<file path="config.mk">
export PLATFORM = sky130hd
export DESIGN_NAME = secure_array_arbiter
export DESIGN_NICKNAME = d
export VERILOG_FILES = /design/src/rtl/secure_array_arbiter.sv
export SDC_FILE = /design/constraint.sdc
export NUM_CORES = 1
export LEC_CHECK = 0
export BUFFER_PORTS_ARGS = -buffer_cell sky130_fd_sc_hd__buf_2
export CAP_MARGIN = 5
export CORE_ASPECT_RATIO = 1.25
export CORE_MARGIN = 4
export CORE_UTILIZATION = 60
export CTS_CLUSTER_DIAMETER = 200
export CTS_CLUSTER_SIZE = 12
export DETAILED_ROUTE_END_ITERATION = 10
export PLACE_DENSITY = 0.92
export REMOVE_ABC_BUFFERS = 1
export SYNTH_ARGS = -nofsm -noshare
export SYNTH_HDL_FRONTEND = slang
export SYNTH_SLANG_ARGS = --single-unit
</file>
<file path="constraint.sdc">
create_clock -name clk -period 5.7 [get_ports clk]
set_clock_uncertainty 0.2 [all_clocks]
set_input_delay 0.285 -clock clk [delete_from_list [all_inputs] [get_ports clk]]
set_output_delay 0.285 -clock clk [all_outputs]
set_load 0.02 [all_outputs]
</file>
<file path="src/rtl/secure_array_arbiter.sv">
// secure_array_arbiter: fixed-slot L/H access controller for a labeled register array.
// Define SCRUB_ON_DECLASSIFY_EN to allow H->L relabels (entry scrubbed first); otherwise they are rejected.
module secure_array_arbiter #(
  parameter int DATA_W = 16,
  parameter int DEPTH  = 4,
  parameter int IDX_W  = 2
) (
  input  logic              clk,
  input  logic              reset,
  input  logic              l_req_valid,
  input  logic              l_req_we,
  input  logic [IDX_W-1:0]  l_req_idx,
  input  logic [DATA_W-1:0] l_req_wdata,
  output logic              l_req_ready,
  output logic              l_resp_valid,
  output logic              l_resp_err,
  output logic [DATA_W-1:0] l_resp_rdata,
  input  logic              h_req_valid,
  input  logic              h_req_we,
  input  logic [IDX_W-1:0]  h_req_idx,
  input  logic [DATA_W-1:0] h_req_wdata,
  output logic              h_req_ready,
  output logic              h_resp_valid,
  output logic              h_resp_err,
  output logic [DATA_W-1:0] h_resp_rdata,
  input  logic              cfg_valid,
  input  logic [IDX_W-1:0]  cfg_idx,
  input  logic              cfg_label,
  output logic              cfg_ready,
  output logic              cfg_err,
  output logic [DEPTH-1:0]  entry_label
);

  logic              slot;
  logic [DATA_W-1:0] mem [DEPTH];
  logic [DEPTH-1:0]  label_q;
  logic              scrub_now;
  logic [IDX_W-1:0]  scrub_idx;
  logic              cfg_err_d;

  function automatic logic in_range(input logic [IDX_W-1:0] idx);
    return int'(idx) < DEPTH;
  endfunction

  // The slot bit depends on nothing but reset, so H activity cannot shift L timing.
  // NOTE: sequential state uses non-blocking assignments so every register samples pre-edge values.
  always_ff @(posedge clk) begin
    if (reset) slot <= 1'b0;
    else       slot <= ~slot;
  end

  assign l_req_ready = ~slot;
  assign h_req_ready = slot & ~scrub_now;
  assign entry_label = label_q;

  logic              l_acc, l_ok, l_lbl, l_err, l_wr;
  logic              h_acc, h_ok, h_lbl, h_err, h_wr;
  logic [DATA_W-1:0] l_rd, h_rd;

  assign l_acc = l_req_valid & l_req_ready;
  assign l_ok  = in_range(l_req_idx);
  assign l_lbl = l_ok ? label_q[l_req_idx] : 1'b1;
  assign l_err = ~l_ok | (~l_req_we & l_lbl);
  assign l_wr  = l_acc & l_req_we & ~l_err;
  assign l_rd  = l_ok ? mem[l_req_idx] : '0;

  assign h_acc = h_req_valid & h_req_ready;
  assign h_ok  = in_range(h_req_idx);
  assign h_lbl = h_ok ? label_q[h_req_idx] : 1'b1;
  assign h_err = ~h_ok | (h_req_we & ~h_lbl);
  assign h_wr  = h_acc & h_req_we & ~h_err;
  assign h_rd  = h_ok ? mem[h_req_idx] : '0;

  logic cfg_acc, cfg_ok, cfg_old, cfg_declass, cfg_apply;
  assign cfg_acc     = cfg_valid & cfg_ready;
  assign cfg_ok      = in_range(cfg_idx);
  assign cfg_old     = cfg_ok ? label_q[cfg_idx] : 1'b0;
  assign cfg_declass = cfg_acc & cfg_ok & cfg_old & ~cfg_label;
  assign cfg_apply   = cfg_acc & cfg_ok & ~cfg_declass;

`ifdef SCRUB_ON_DECLASSIFY_EN
  typedef enum logic {IDLE, SCRUB_PEND} state_t;
  state_t state, state_nx;

  always_ff @(posedge clk) begin
    if (reset) state <= IDLE;
    else       state <= state_nx;
  end

  // NOTE: every always_comb output gets a default first so no latch is inferred.
  always_comb begin
    state_nx = state;
    case (state)
      IDLE:       if (cfg_declass) state_nx = SCRUB_PEND;
      SCRUB_PEND: if (slot)        state_nx = IDLE;
      default:                     state_nx = IDLE;
    endcase
  end

  always_comb begin
    cfg_ready = 1'b0;
    scrub_now = 1'b0;
    case (state)
      IDLE:       cfg_ready = 1'b1;
      SCRUB_PEND: scrub_now = slot;
      default:    cfg_ready = 1'b0;
    endcase
  end

  always_ff @(posedge clk) begin
    if (reset)            scrub_idx <= '0;
    else if (cfg_declass) scrub_idx <= cfg_idx;
  end

  assign cfg_err_d = cfg_acc & ~cfg_ok;
`else
  assign cfg_ready = 1'b1;
  assign scrub_now = 1'b0;
  assign scrub_idx = '0;
  assign cfg_err_d = cfg_acc & (~cfg_ok | cfg_declass);
`endif

  // L writes land in slot 0, H writes and the scrub in slot 1, so they never collide.
  always_ff @(posedge clk) begin
    if (reset) begin
      // NOTE: the array is reset explicitly so no stale H data survives into a fresh session.
      for (int i = 0; i < DEPTH; i++) mem[i] <= '0;
    end else begin
      if (l_wr)      mem[l_req_idx] <= l_req_wdata;
      if (h_wr)      mem[h_req_idx] <= h_req_wdata;
      if (scrub_now) mem[scrub_idx] <= '0;
    end
  end

  always_ff @(posedge clk) begin
    if (reset) begin
      label_q <= '1;
    end else begin
      if (cfg_apply) label_q[cfg_idx]   <= cfg_label;
      if (scrub_now) label_q[scrub_idx] <= 1'b0;
    end
  end

  always_ff @(posedge clk) begin
    if (reset) begin
      l_resp_valid <= 1'b0;
      l_resp_err   <= 1'b0;
      l_resp_rdata <= '0;
      h_resp_valid <= 1'b0;
      h_resp_err   <= 1'b0;
      h_resp_rdata <= '0;
      cfg_err      <= 1'b0;
    end else begin
      l_resp_valid <= l_acc;
      l_resp_err   <= l_acc & l_err;
      l_resp_rdata <= (l_acc & ~l_req_we & ~l_err) ? l_rd : '0;
      h_resp_valid <= h_acc;
      h_resp_err   <= h_acc & h_err;
      h_resp_rdata <= (h_acc & ~h_req_we & ~h_err) ? h_rd : '0;
      cfg_err      <= cfg_err_d;
    end
  end

endmodule

</file>
==> metrics <==
run status completed; Placed Cells 488; per-cell via count in the routed design 6.051; number of buffers added for setup after CTS 0; average cell area after synthesis 14.91 sq um; async set-reset flop share out of synthesis 0%; Die Ht 108.0 um; area growth from synthesis to layout 14.21%; Std-Cell Rows 36; top cells by area in the synthesized netlist sky130_fd_sc_hd__edfxtp_1 40%, sky130_fd_sc_hd__dfxtp_1 18%, sky130_fd_sc_hd__mux4_2 15%; diode count 0; switching power as a share of total power 24.88%; final count of pins violating max slew 0; Cell variety after synth 42; global-route wire length before repair 16230 um; simple logic cell fraction of the synthesized area 14.47%; required time of the critical path 5.51 ns; CTS tree done; number of buffers between clock root and the deepest sink 2; overall track demand over capacity in global routing 23.46%; fraction of power consumed by sequential logic 59.9%; Floorplan Core Area 7792 sq um; fraction of the mapped netlist area in adder cells 0%; count of hold buffers inserted by post-cts repair 5; Root Driver sky130_fd_sc_hd__clkbuf_8; number of iterations in the first detailed-routing pass 5; vias in the first global route 3193; flop and latch count out of synthesis 106; final-stage net count 455; share of Yosys cell area claimed by the top area cell type 40.04%; Synth warnings 0; Setup crit start kind flop; post-layout util 70.34%; number of setup violations in the final report 0; number of synthesized flops with an enable pin 64; main combinational cell family by area after synthesis multiplexers; fraction of final layout cells with drive strength greater than 1 43.00%; pin count of the biggest net entering global routing 23; DR vias 3080; portion of total power attributed to the clock network 30.0%; fraction of synthesized cell area in xor and xnor cells 0%; Syn Std Cell Area 4800 sq um; Top Ports 90; number of H-tree branching levels 3; combinational group share of total power 10.1%; CTS Buf Count 9; Crit Path Class flop to flop; delay contributed by the slowest stage of the critical path 0.83 ns; Buf+Inv Stages, Crit Path 0; final hold violation count 0; Port-buffer cells 88; detailed placement HPWL 6847 um; Post-synth top flop sky130_fd_sc_hd__edfxtp_1; count of filler cells inserted in the layout 533; data arrival at the endpoint of the critical path 2.69 ns; worst path cell trace nand4b_4 > o32ai_1 > nand2_1 > nand2b_1; Least-Margin Pin Slew 0.9497 ns; Worst Hold Class input port to flop; worst-path cell with the longest stage delay sky130_fd_sc_hd__nand2b_1; ANT nets after route 0; number of max-cap violations 0; RSZ-0062 raised after global routing no; gp weighted congestion 0.9044; mux cell area share after synthesis 16.58%; final design area excluding fillers 5482 sq um; die extent in x 88.00 um; total net switching power 0.3546 mW; Pwr per Cell Area 260.1 nW/um^2; maximum fanout count along the critical path 17; clk slew on worst S/H paths 0.11 ns; kind of end point of the critical path flop; dominant cell type by area after synthesis sky130_fd_sc_hd__edfxtp_1; Detailed Route Iter0 Violations 274; period utilisation layout 50.52%; synthesized-area fraction occupied by ao, oa, aoi and oai cells 7.404%; count of placed standard cells in the final layout, fillers left out 509; sequential fraction of the synthesis area 57.56%; crit-path leading delay family simple AND/OR/NAND/NOR gates; average wire per standard cell 20.47 um; count of mapped cells out of synthesis 322; internal power 1.071 mW; number of clock sinks seen by CTS 106; Post-Route Setup TNS 0 ns; post-route DRC violation count 0; Routed Wire Length 10420 um; timing-limited maximum frequency 347.2 MHz; clock latency on the worst-skew pair 0.38 ns; Final Critical Period 2.880 ns; Die Footprint 9503 sq um; post-cts sizing count 0; post-detailed-placement cell area 5256 sq um; GRT Residual Overflow 0; maximum vdd ir drop 0.1881 mV; Pleak 2.341 nW; initial antenna violation count 0; worst rel slew slack 36.68%; Starting Density 61.59%
==> cell families after synthesis <==
logic type	Yosys count
AOI/OAI and AO/OA	29
buffers and inverters	37
DFF	106
muxes	35
other	1
and+or+nand+nor	114
==> tightest hold or removal path, cell delays in order <==
cell and delay, ns:
sky130_fd_sc_hd__buf_2 0.12, sky130_fd_sc_hd__nand2_1 0.07, sky130_fd_sc_hd__o31ai_1 0.07
==> flip-flops by register name (all words and copies together), names as in the netlist <==
| register | count |
|---|---|
| l_resp_rdata | 16 |
| h_resp_err | 1 |
| cfg_err | 1 |
| h_req_ready | 1 |
| l_resp_valid | 1 |
| h_resp_rdata | 16 |
| entry_label | 4 |
| mem | 64 |
| h_resp_valid | 1 |
| l_resp_err | 1 |
==> per-stage QoR <==
stage	worst slack (ns)	hold slack (ns)	power, mW
finish	2.820	0.006460	1.426
global route	2.638	0.01092	1.474
CTS	2.838	0.004426	1.425
detailed placement	2.750	0.3193	1.011
global placement	2.801	0.3192	1.004
floorplan	2.889	0.1517	0.9487
==> layer usage <==
layer / wire, um / part of all wire [%] / GRT usage, %
met5: 0 / 0 / 0
met4: 433 / 4.2 / 10.86
met3: 791 / 7.6 / 4.954
met2: 5653 / 54 / 40.89
met1: 3539 / 34 / 27.41
==> Yosys cell counts (4+ instances only) <==
master,n
sky130_fd_sc_hd__a22oi_1,6
sky130_fd_sc_hd__a22oi_4,10
sky130_fd_sc_hd__buf_2,6
sky130_fd_sc_hd__buf_6,4
sky130_fd_sc_hd__clkbuf_1,4
sky130_fd_sc_hd__dfxtp_1,42
sky130_fd_sc_hd__edfxtp_1,64
sky130_fd_sc_hd__inv_1,14
sky130_fd_sc_hd__inv_2,4
sky130_fd_sc_hd__mux4_2,33
sky130_fd_sc_hd__nand2_1,5
sky130_fd_sc_hd__nor2_1,48
sky130_fd_sc_hd__nor2_2,10
sky130_fd_sc_hd__nor2b_1,22
sky130_fd_sc_hd__nor2b_4,11
==> path summary, 6_finish.rpt <==
check / start / end / slack (ns) / cells after the start
worst max-delay path: h_req_ready$_SDFF_PP0_ / mem[2][2]$_SDFFCE_PN0P_ / 2.82 / 4
worst min-delay path: cfg_label / entry_label[2]$_SDFFE_PP1P_ / 0.006 / 3
worst max register to register: h_req_ready$_SDFF_PP0_ / mem[2][2]$_SDFFCE_PN0P_ / 2.82 / 4
worst min register to register: h_req_ready$_SDFF_PP0_ / h_req_ready$_SDFF_PP0_ / 0.38 / 1
==> cells in the final DEF (no fill, tap or decap), drive strengths merged, types with 2 or more instances in the layout <==
cell type,count
nand2b,3
o32ai,2
and3,2
edfxtp,64
buf,90
clkbuf,9
dfxtp,42
nor2,58
clkinv,3
inv,21
a22oi,16
o31ai,2
dlygate4sd3,5
or2b,2
mux4,35
nor2b,33
nand2,6
o21ai,3
==> power groups by stage <==
stage               Sequential (mW)  Clock [mW]  Combinational [mW]
floorplan                     0.869           0              0.0795
global placement              0.868           0               0.137
detailed placement            0.872           0               0.140
CTS                           0.854       0.428               0.143
global route                  0.858       0.463               0.153
finish                        0.854       0.428               0.143
==> area by class of cell <==
type,instances,area (sq um),share of cell area [%]
sequential,106,2763,50.40
inverter,18,67.56,1.233
clock inverter,7,51.30,0.9359
clock buffer,9,123.9,2.260
timing repair buffer,95,505.5,9.222
multi-input combinational,179,1852,33.78
tap,95,118.9,2.168
No activity file was read; power rests on OpenSTA's default activity.
